[config.mk]
export PLATFORM = sky130hd
export DESIGN_NAME = instruction_fetch_unit
export DESIGN_NICKNAME = d
export VERILOG_FILES = /design/src/rtl/instruction_fetch_unit.sv
export SDC_FILE = /design/constraint.sdc
export NUM_CORES = 1
export LEC_CHECK = 0
export ABC_CLOCK_PERIOD_IN_PS = 6900
export BUFFER_PORTS_ARGS = -buffer_cell sky130_fd_sc_hd__buf_2
export CAP_MARGIN = 30
export CORE_MARGIN = 2
export CORE_UTILIZATION = 57
export DETAILED_ROUTE_END_ITERATION = 12
export PLACE_DENSITY = 0.9
export SLEW_MARGIN = 15
export SYNTH_ARGS = -nofsm -noshare
export SYNTH_HDL_FRONTEND = slang
export SYNTH_SLANG_ARGS = --single-unit
[constraint.sdc]
create_clock -name clk -period 6.9 [get_ports clk]
set_input_delay 0.345 -clock clk [delete_from_list [all_inputs] [get_ports clk]]
set_output_delay 0.345 -clock clk [all_outputs]
set_load 0.005 [all_outputs]
[src/rtl/instruction_fetch_unit.sv]
// Fetch stage: owns the PC, issues single-word bus reads, holds the result for decode.
// Optional misaligned-redirect trap: define FETCH_MISALIGN_TRAP_EN.
module instruction_fetch_unit #(
    parameter int ADDR_WIDTH = 32,
    parameter logic [ADDR_WIDTH-1:0] RESET_VECTOR = '0
) (
    input  logic                  clk,
    input  logic                  reset,
    input  logic                  fetch_enable,
    output logic                  mem_rd,
    output logic [ADDR_WIDTH-1:0] mem_addr,
    input  logic [31:0]           mem_data,
    input  logic                  mem_ack,
    input  logic                  redirect_valid,
    input  logic [ADDR_WIDTH-1:0] redirect_addr,
    output logic                  instr_valid,
    input  logic                  instr_ready,
    output logic [31:0]           instruction,
    output logic [ADDR_WIDTH-1:0] instr_pc
`ifdef FETCH_MISALIGN_TRAP_EN
    ,
    output logic                  fetch_misaligned
`endif
);

    typedef enum logic [1:0] {IDLE, REQ, HOLD} state_t;

    localparam logic [31:0] NOP = 32'h00000013;

    state_t                  state;
    logic [ADDR_WIDTH-1:0]   pc;
    logic                    discard;
    logic [ADDR_WIDTH-1:0]   pc_nxt;
    logic                    trap_hit;
    logic                    trapped;
    logic                    can_go;

`ifdef FETCH_MISALIGN_TRAP_EN
    assign trap_hit = redirect_valid && (redirect_addr[1:0] != 2'b00);

    always_ff @(posedge clk) begin
        if (reset) begin
            trapped <= 1'b0;
        end else if (redirect_valid) begin
            trapped <= trap_hit;
        end
    end

    assign fetch_misaligned = trapped;
`else
    assign trap_hit = 1'b0;
    assign trapped  = 1'b0;
`endif

    // HOLD only advances on a handshake, so pc+4 is only consumed there
    always_comb begin
        pc_nxt = pc;
        if (redirect_valid) begin
            pc_nxt = redirect_addr;
        end else if (state == HOLD) begin
            pc_nxt = pc + ADDR_WIDTH'(4);
        end
    end

    assign can_go = fetch_enable && !trap_hit && !(trapped && !redirect_valid);

    always_ff @(posedge clk) begin
        if (reset) begin
            state       <= IDLE;
            pc          <= RESET_VECTOR;
            mem_rd      <= 1'b0;
            mem_addr    <= RESET_VECTOR;
            instr_valid <= 1'b0;
            instruction <= NOP;
            instr_pc    <= '0;
            discard     <= 1'b0;
        end else begin
            unique case (state)
                IDLE: begin
                    pc <= pc_nxt;
                    if (can_go) begin
                        state    <= REQ;
                        mem_rd   <= 1'b1;
                        mem_addr <= pc_nxt;
                    end
                end
                REQ: begin
                    if (mem_ack) begin
                        mem_rd <= 1'b0;
                        if (discard || redirect_valid) begin
                            discard <= 1'b0;
                            pc      <= pc_nxt;
                            state   <= IDLE;
                        end else begin
                            instruction <= mem_data;
                            instr_pc    <= mem_addr;
                            instr_valid <= 1'b1;
                            state       <= HOLD;
                        end
                    end else if (redirect_valid) begin
                        // bus read stays outstanding; its data is dropped on ack
                        pc      <= redirect_addr;
                        discard <= 1'b1;
                    end
                end
                HOLD: begin
                    if (redirect_valid || instr_ready) begin
                        instr_valid <= 1'b0;
                        pc          <= pc_nxt;
                        if (can_go) begin
                            state    <= REQ;
                            mem_rd   <= 1'b1;
                            mem_addr <= pc_nxt;
                        end else begin
                            state <= IDLE;
                        end
                    end
                end
                default: state <= IDLE;
            endcase
        end
    end

endmodule

### Word-level counts from Yosys, hierarchy flattened

Cells that the tools add are included.

| operators by class | value |
|---|---|
| reduce and logical (&&, ||, !) cells | 14 |
| $add $sub $neg | 1 |
| magnitude comparators | 0 |
| multipliers | 0 |
| multiplexer cells | 27 |
| shift-type cells | 0 |
| bitwise operators | 1 |
| equal/unequal tests | 9 |
| div/mod/pow operators | 0 |

Operators with widths:

| operator | count |
|---|---|
| two-way mux 32 bit | 8 |
| case mux 32 bit (3 select lines) | 1 |
| case mux 32 bit (2 select lines) | 1 |
| adder 32 x 3 -> 32 bit (second input constant) | 1 |
| AND reduction 3 bit | 4 |
| two-way mux 1 bit | 10 |
| two-way mux 2 bit | 4 |
| AND reduction 4 bit | 2 |
| != test 2 bit (second input constant) | 3 |
| != test 3 bit (second input constant) | 2 |
| case mux 2 bit (3 select lines) | 1 |
| nonzero test 2 bit | 3 |
| != test 2 x 1 -> 1 bit (second input constant) | 2 |
| case mux 1 bit (3 select lines) | 1 |
| nonzero test 3 bit | 1 |
| equality test 2 x 1 -> 1 bit (second input constant) | 1 |
| equality test 2 bit (second input constant) | 1 |
| logical NOT 2 bit | 1 |
| logical OR 1 bit | 2 |
| case mux 1 bit (2 select lines) | 1 |
| AND reduction 2 bit | 1 |
| NOT 1 bit | 1 |

| word-level totals | value |
|---|---|
| ROM bits | 0 |
| bits in registers | 133 |
| bits of input ports | 70 |
| bits in writable memories | 0 |
| memories kept | 0 |
| latch bits | 0 |

### Longest topological paths before layout

| depth | value |
|---|---|
| depth after elaboration | 6 |
| gate-level depth with buffers | 8 |
| mapped depth without buffers | 6 |

### Worst setup path before layout

OpenSTA, ideal clock, no wires.

| timing path | value |
|---|---|
| path kind | reg-to-reg |
| start point | register pc[2] |
| end point | register pc[28] |
| arrival | 2252 ps |
| required time | 6781 ps |
| cell stages (with the launch flop) | 8 |
| clock period less this slack | 2370 ps |
| path slack | 4530 ps |
| buffers on the path | 1 |
| cells stage by stage | dfxtp_1 > ha_1 > nand2_1 > or4_1 > buf_2 > or4_4 > o22a_1 > o221a_1 |

| between the ends | value |
|---|---|
| longest elaborated chain between the ends | 6 |

RTL lines:

| element | line | RTL |
|---|---|---|
| from (decl) | 31 | `logic [ADDR_WIDTH-1:0] pc;` |
| from (signal assigned) | 80 | `pc <= pc_nxt;` |
| from (signal assigned) | 92 | `pc <= pc_nxt;` |
| from (signal assigned) | 102 | `pc <= redirect_addr;` |
| adder 32 x 3 -> 32 bit (*) | 61 | `pc_nxt = pc + ADDR_WIDTH'(4);` |
| two-way mux 32 bit (*) | 60 | `end else if (state == HOLD) begin` |
| two-way mux 32 bit (*) | 58 | `if (redirect_valid) begin` |
| two-way mux 32 bit | 90 | `if (discard \|\| redirect_valid) begin` |
| two-way mux 32 bit | 88 | `if (mem_ack) begin` |
| case mux 32 bit (3 select lines) (*) | 78 | `unique case (state)` |

Every way passes the cells marked *; elsewhere a longest branch is shown, timed or not. The select of a mux whose other input is x is not followed.
A chain may end at the register's enable or synchronous reset.

### Worst setup path after layout

| timing path | value |
|---|---|
| start point | register state[1] |
| end point | register pc[23] |

| between the ends | value |
|---|---|
| longest elaborated chain between the ends | 6 |

RTL lines:

| element | line | RTL |
|---|---|---|
| from (decl) | 30 | `state_t state;` |
| from (signal assigned) | 69 | `state <= IDLE;` |
| from (signal assigned) | 82 | `state <= REQ;` |
| from (signal assigned) | 93 | `state <= IDLE;` |
| equality test 2 bit | 60, 78 |  |
| two-way mux 32 bit | 60 |  |
| two-way mux 32 bit | 58 |  |
| two-way mux 32 bit | 90 |  |
| two-way mux 32 bit | 88 |  |
| case mux 32 bit (3 select lines) | 78 |  |

Several ways; a longest one is shown, not always the timed one. The select of a mux whose other input is x is not followed.

==> reports/metrics.csv <==
stage,metric,value,unit
status,status,"finished, final reports clean",
placement,Post-DP Area,0.00711,mm^2
power,Net Sw Power,0.559,mW
power,P per Cell Area,249,mW/mm^2
synthesis,"EDFF count, synth",0,
sta,Period minus WS final,3.07,ns
cts,post_cts resized,0,
cts,cts bufs inserted,17,
routing,vias,6767,
cts,"Setup Fix Bufs, Post-CTS",0,
cells_and_area,fin util,70.9,%
min_path,hold depth,3,
sta,setup TNS,0,ns
setup_path,CP top delay family,simple AND/OR/NAND/NOR gates,
routing,Initial DRC Count,1071,
cells_and_area,most frequent cells in the layout,"nand2_1 (201), buf_2 (166), dfxtp_1 (133)",
min_path,HP Start,mem_data[1],
setup_path,reg-to-reg startpoint,state[1],
synthesis,synthesized netlist cell count,827,
routing,Vias/cell,6.10,
cts,CTS tree,yes,
cts,Max clock buf depth,2,
grt,largest net degree at the start of global routing,73,
sta,hold_ws,0.0321,ns
synthesis,post-synth top area share,42.6,%
cts,H-tree lvl count,4,
cts,Worst-path clk slew,0.07,ns
sta,RSZ-0062 raised after global routing,false,
grt,vias in the first global route,5695,
die,die footprint,0.0118,mm^2
grt,first-pass GRT wire length,28.7,mm
routing,Final ANT Viol Nets,0,
setup_path,reg2reg setup slack,3.83,ns
min_path,WHS Endpoint,instruction[1],
synthesis,#FFs+latches synth,133,
setup_path,Crit Path Class,flip-flop to flip-flop,
setup_path,Critical Path Max Stage Delay,0.97,ns
die,top-level I/O count,168,
placement,IO Port Bufs,167,
sta,Max Slew Vio Count,0,
synthesis,Avg Inst Size Synth,7.56,um^2
sta,max_slew headroom,32.4,%
power,Pint,1.35,mW
sta,endpoints failing hold,0,
sta,fin worst setup slack,3.83,ns
power,Tot Pwr,1.91,mW
setup_path,Crit Path Max Fanout,19,
power,clock power share,44.0,%
synthesis,"Async S/R FF share, synth",0,%
placement,Detail Placement HPWL,12.3,mm
sta,final setup fails,0,
grt,initial antenna violation count,0,
synthesis,Ys Warns,0,
placement,"worst slack, placed",3.97,ns
setup_path,crit end category,flip-flop,
synthesis,post-synthesis sequential area ratio,42.6,%
cts,"Hold-fix buffers, CTS",0,
setup_path,Reg2Reg Depth,5,
cts,clock sink total,133,
cells_and_area,Non-Filler Instances,1109,
die,initial core utilization,57.9,%
setup_path,CP dominant cell by count,or4_1,
power,P_leak,3.04,nW
power,Gate power share,11.4,%
die,core area,0.0108,mm^2
die,row count,38,
setup_path,CP max-delay cell,or4_1,
placement,Routability Congestion,0.968,
cells_and_area,# nets final,1027,
synthesis,Mapped Area,0.00625,mm^2
routing,DRT Wirelength,18.5,mm
synthesis,Syn Nets,898,
grt,total track usage,30.5,%
cells_and_area,share of cells above drive strength 1,23.0,%
sta,Max Fclk,326,MHz
power,Sw Ratio,29.3,%
setup_path,Worst Setup Start Kind,flip-flop,
sta,Worst Max-Slew Pin Slew,1.01,ns
die,Die Ht,109,um
setup_path,number of buffers and inverters on the critical path,0,
grt,Congestion Overflow GR,0,
setup_path,CP arrival,3.52,ns
power,Flop pwr share,44.6,%
cells_and_area,post-layout instance area,0.00766,mm^2
power,Peak VDD IR,0.000149,V
routing,DR pass1 iterations,5,
cts,Root Driver,clkbuf_8,
min_path,Hold Crit Class,primary input to flip-flop,
routing,mean routed wirelength per cell,16.7,um
cells_and_area,area delta synth->final,22.4,%
sta,Layout Skew,0.0110,ns
sta,Tcrit/Tclk final,44.5,%
setup_path,Worst Path Required,7.34,ns
placement,Cells after DPL,1077,
synthesis,"area leader, netlist",dfxtp_1,
flow_run,max_cap viols,0,
routing,number of remaining DRC errors,0,
setup_path,r2r endpoint,pc[23],
setup_path,cell chain of the critical path,"nand3b_1, or4_1, or3_1, or4_1, a31oi_1",
cts,clock latency on the worst-skew pair,0.52,ns
synthesis,"Top FF cell, synth",dfxtp_1,
synthesis,post-synth cell types,58,
die,Die W,109,um
cells_and_area,"leading cell type in the layout, fill and taps excluded",nand2_1,
synthesis,"top cells by area, synth","dfxtp_1 (43%), nand2_1 (12%), a21oi_1 (8.6%)",
cells_and_area,# diodes,0,
state kept, by name, indices dropped and copies added (netlist names):
name         flops
discard          1
instr_pc        32
instr_valid      1
instruction     32
mem_addr        32
mem_rd           1
pc              32
state            2
layout make-up:
cell class	instances	area, um^2
multi-input combinational	616	3310
fill	816	3140
clock buffer	17	414
inverter	10	37.5
clock inverter	15	138
sequential	133	2660
tap	140	175
timing repair buffer	178	923
worst reg2reg max path, stage by stage, from the launching register on:
cell,delay (ns)
dfxtp_1,0.59
nand3b_1,0.38
or4_1,0.97
or3_1,0.46
or4_1,0.43
a31oi_1,0.17
power by group through the flow:
stage          clock network, mW  logic [mW]  registers [mW]
2_1_floorplan                  0       0.137           0.853
3_3_place_gp                   0       0.206           0.864
3_5_place_dp                   0       0.210           0.865
4_1_cts                    0.842       0.213           0.849
5_1_grt                    0.882       0.238           0.856
6_report                   0.839       0.218           0.851
how the worst max path moves through the flow:
stage,start,end,depth (start not counted)
floorplan,pc[2],pc[28],7
global placement,state[1],pc[23],5
detailed placement,state[1],pc[23],5
CTS,state[1],pc[23],5
global route,state[1],pc[23],5
finish,state[1],pc[23],5
Yosys cell counts, types with 7 or more instances:
| library cell | count |
|---|---|
| a21oi_1 | 107 |
| a221oi_1 | 7 |
| a31oi_1 | 18 |
| and3_1 | 9 |
| buf_1 | 7 |
| clkbuf_1 | 54 |
| dfxtp_1 | 133 |
| inv_1 | 10 |
| mux2i_1 | 9 |
| nand2_1 | 201 |
| nand2b_1 | 10 |
| nand3_1 | 25 |
| nand4_1 | 12 |
| nor2_1 | 33 |
| nor3_1 | 10 |
| nor4_1 | 15 |
| o211ai_1 | 12 |
| o21ai_0 | 49 |
| or4_1 | 7 |
| xnor2_1 | 9 |
cell families (layout without fill, tap and decap cells):
family,count (synthesis),count (layout),share of synthesized area (%)
and+or+nand+nor,350,350,25.9
xor gates and xnor gates,12,12,1.68
buffers and inverters,78,220,4.82
adders and majority gates,1,1,0.200
AOI/OAI and AO/OA,243,243,23.2
DFF,133,133,42.6
muxes,10,10,1.62
per-layer routing:
metal  vias to the layer above  wire length [um]  track usage (%)
li1                       3189                 -                -
met1                      3071              7750             44.0
met2                       434              8100             44.3
met3                        73              2090             6.52
met4                         0               605             12.0
met5                         -                 0                0
No activity file was read; power rests on OpenSTA's default activity.
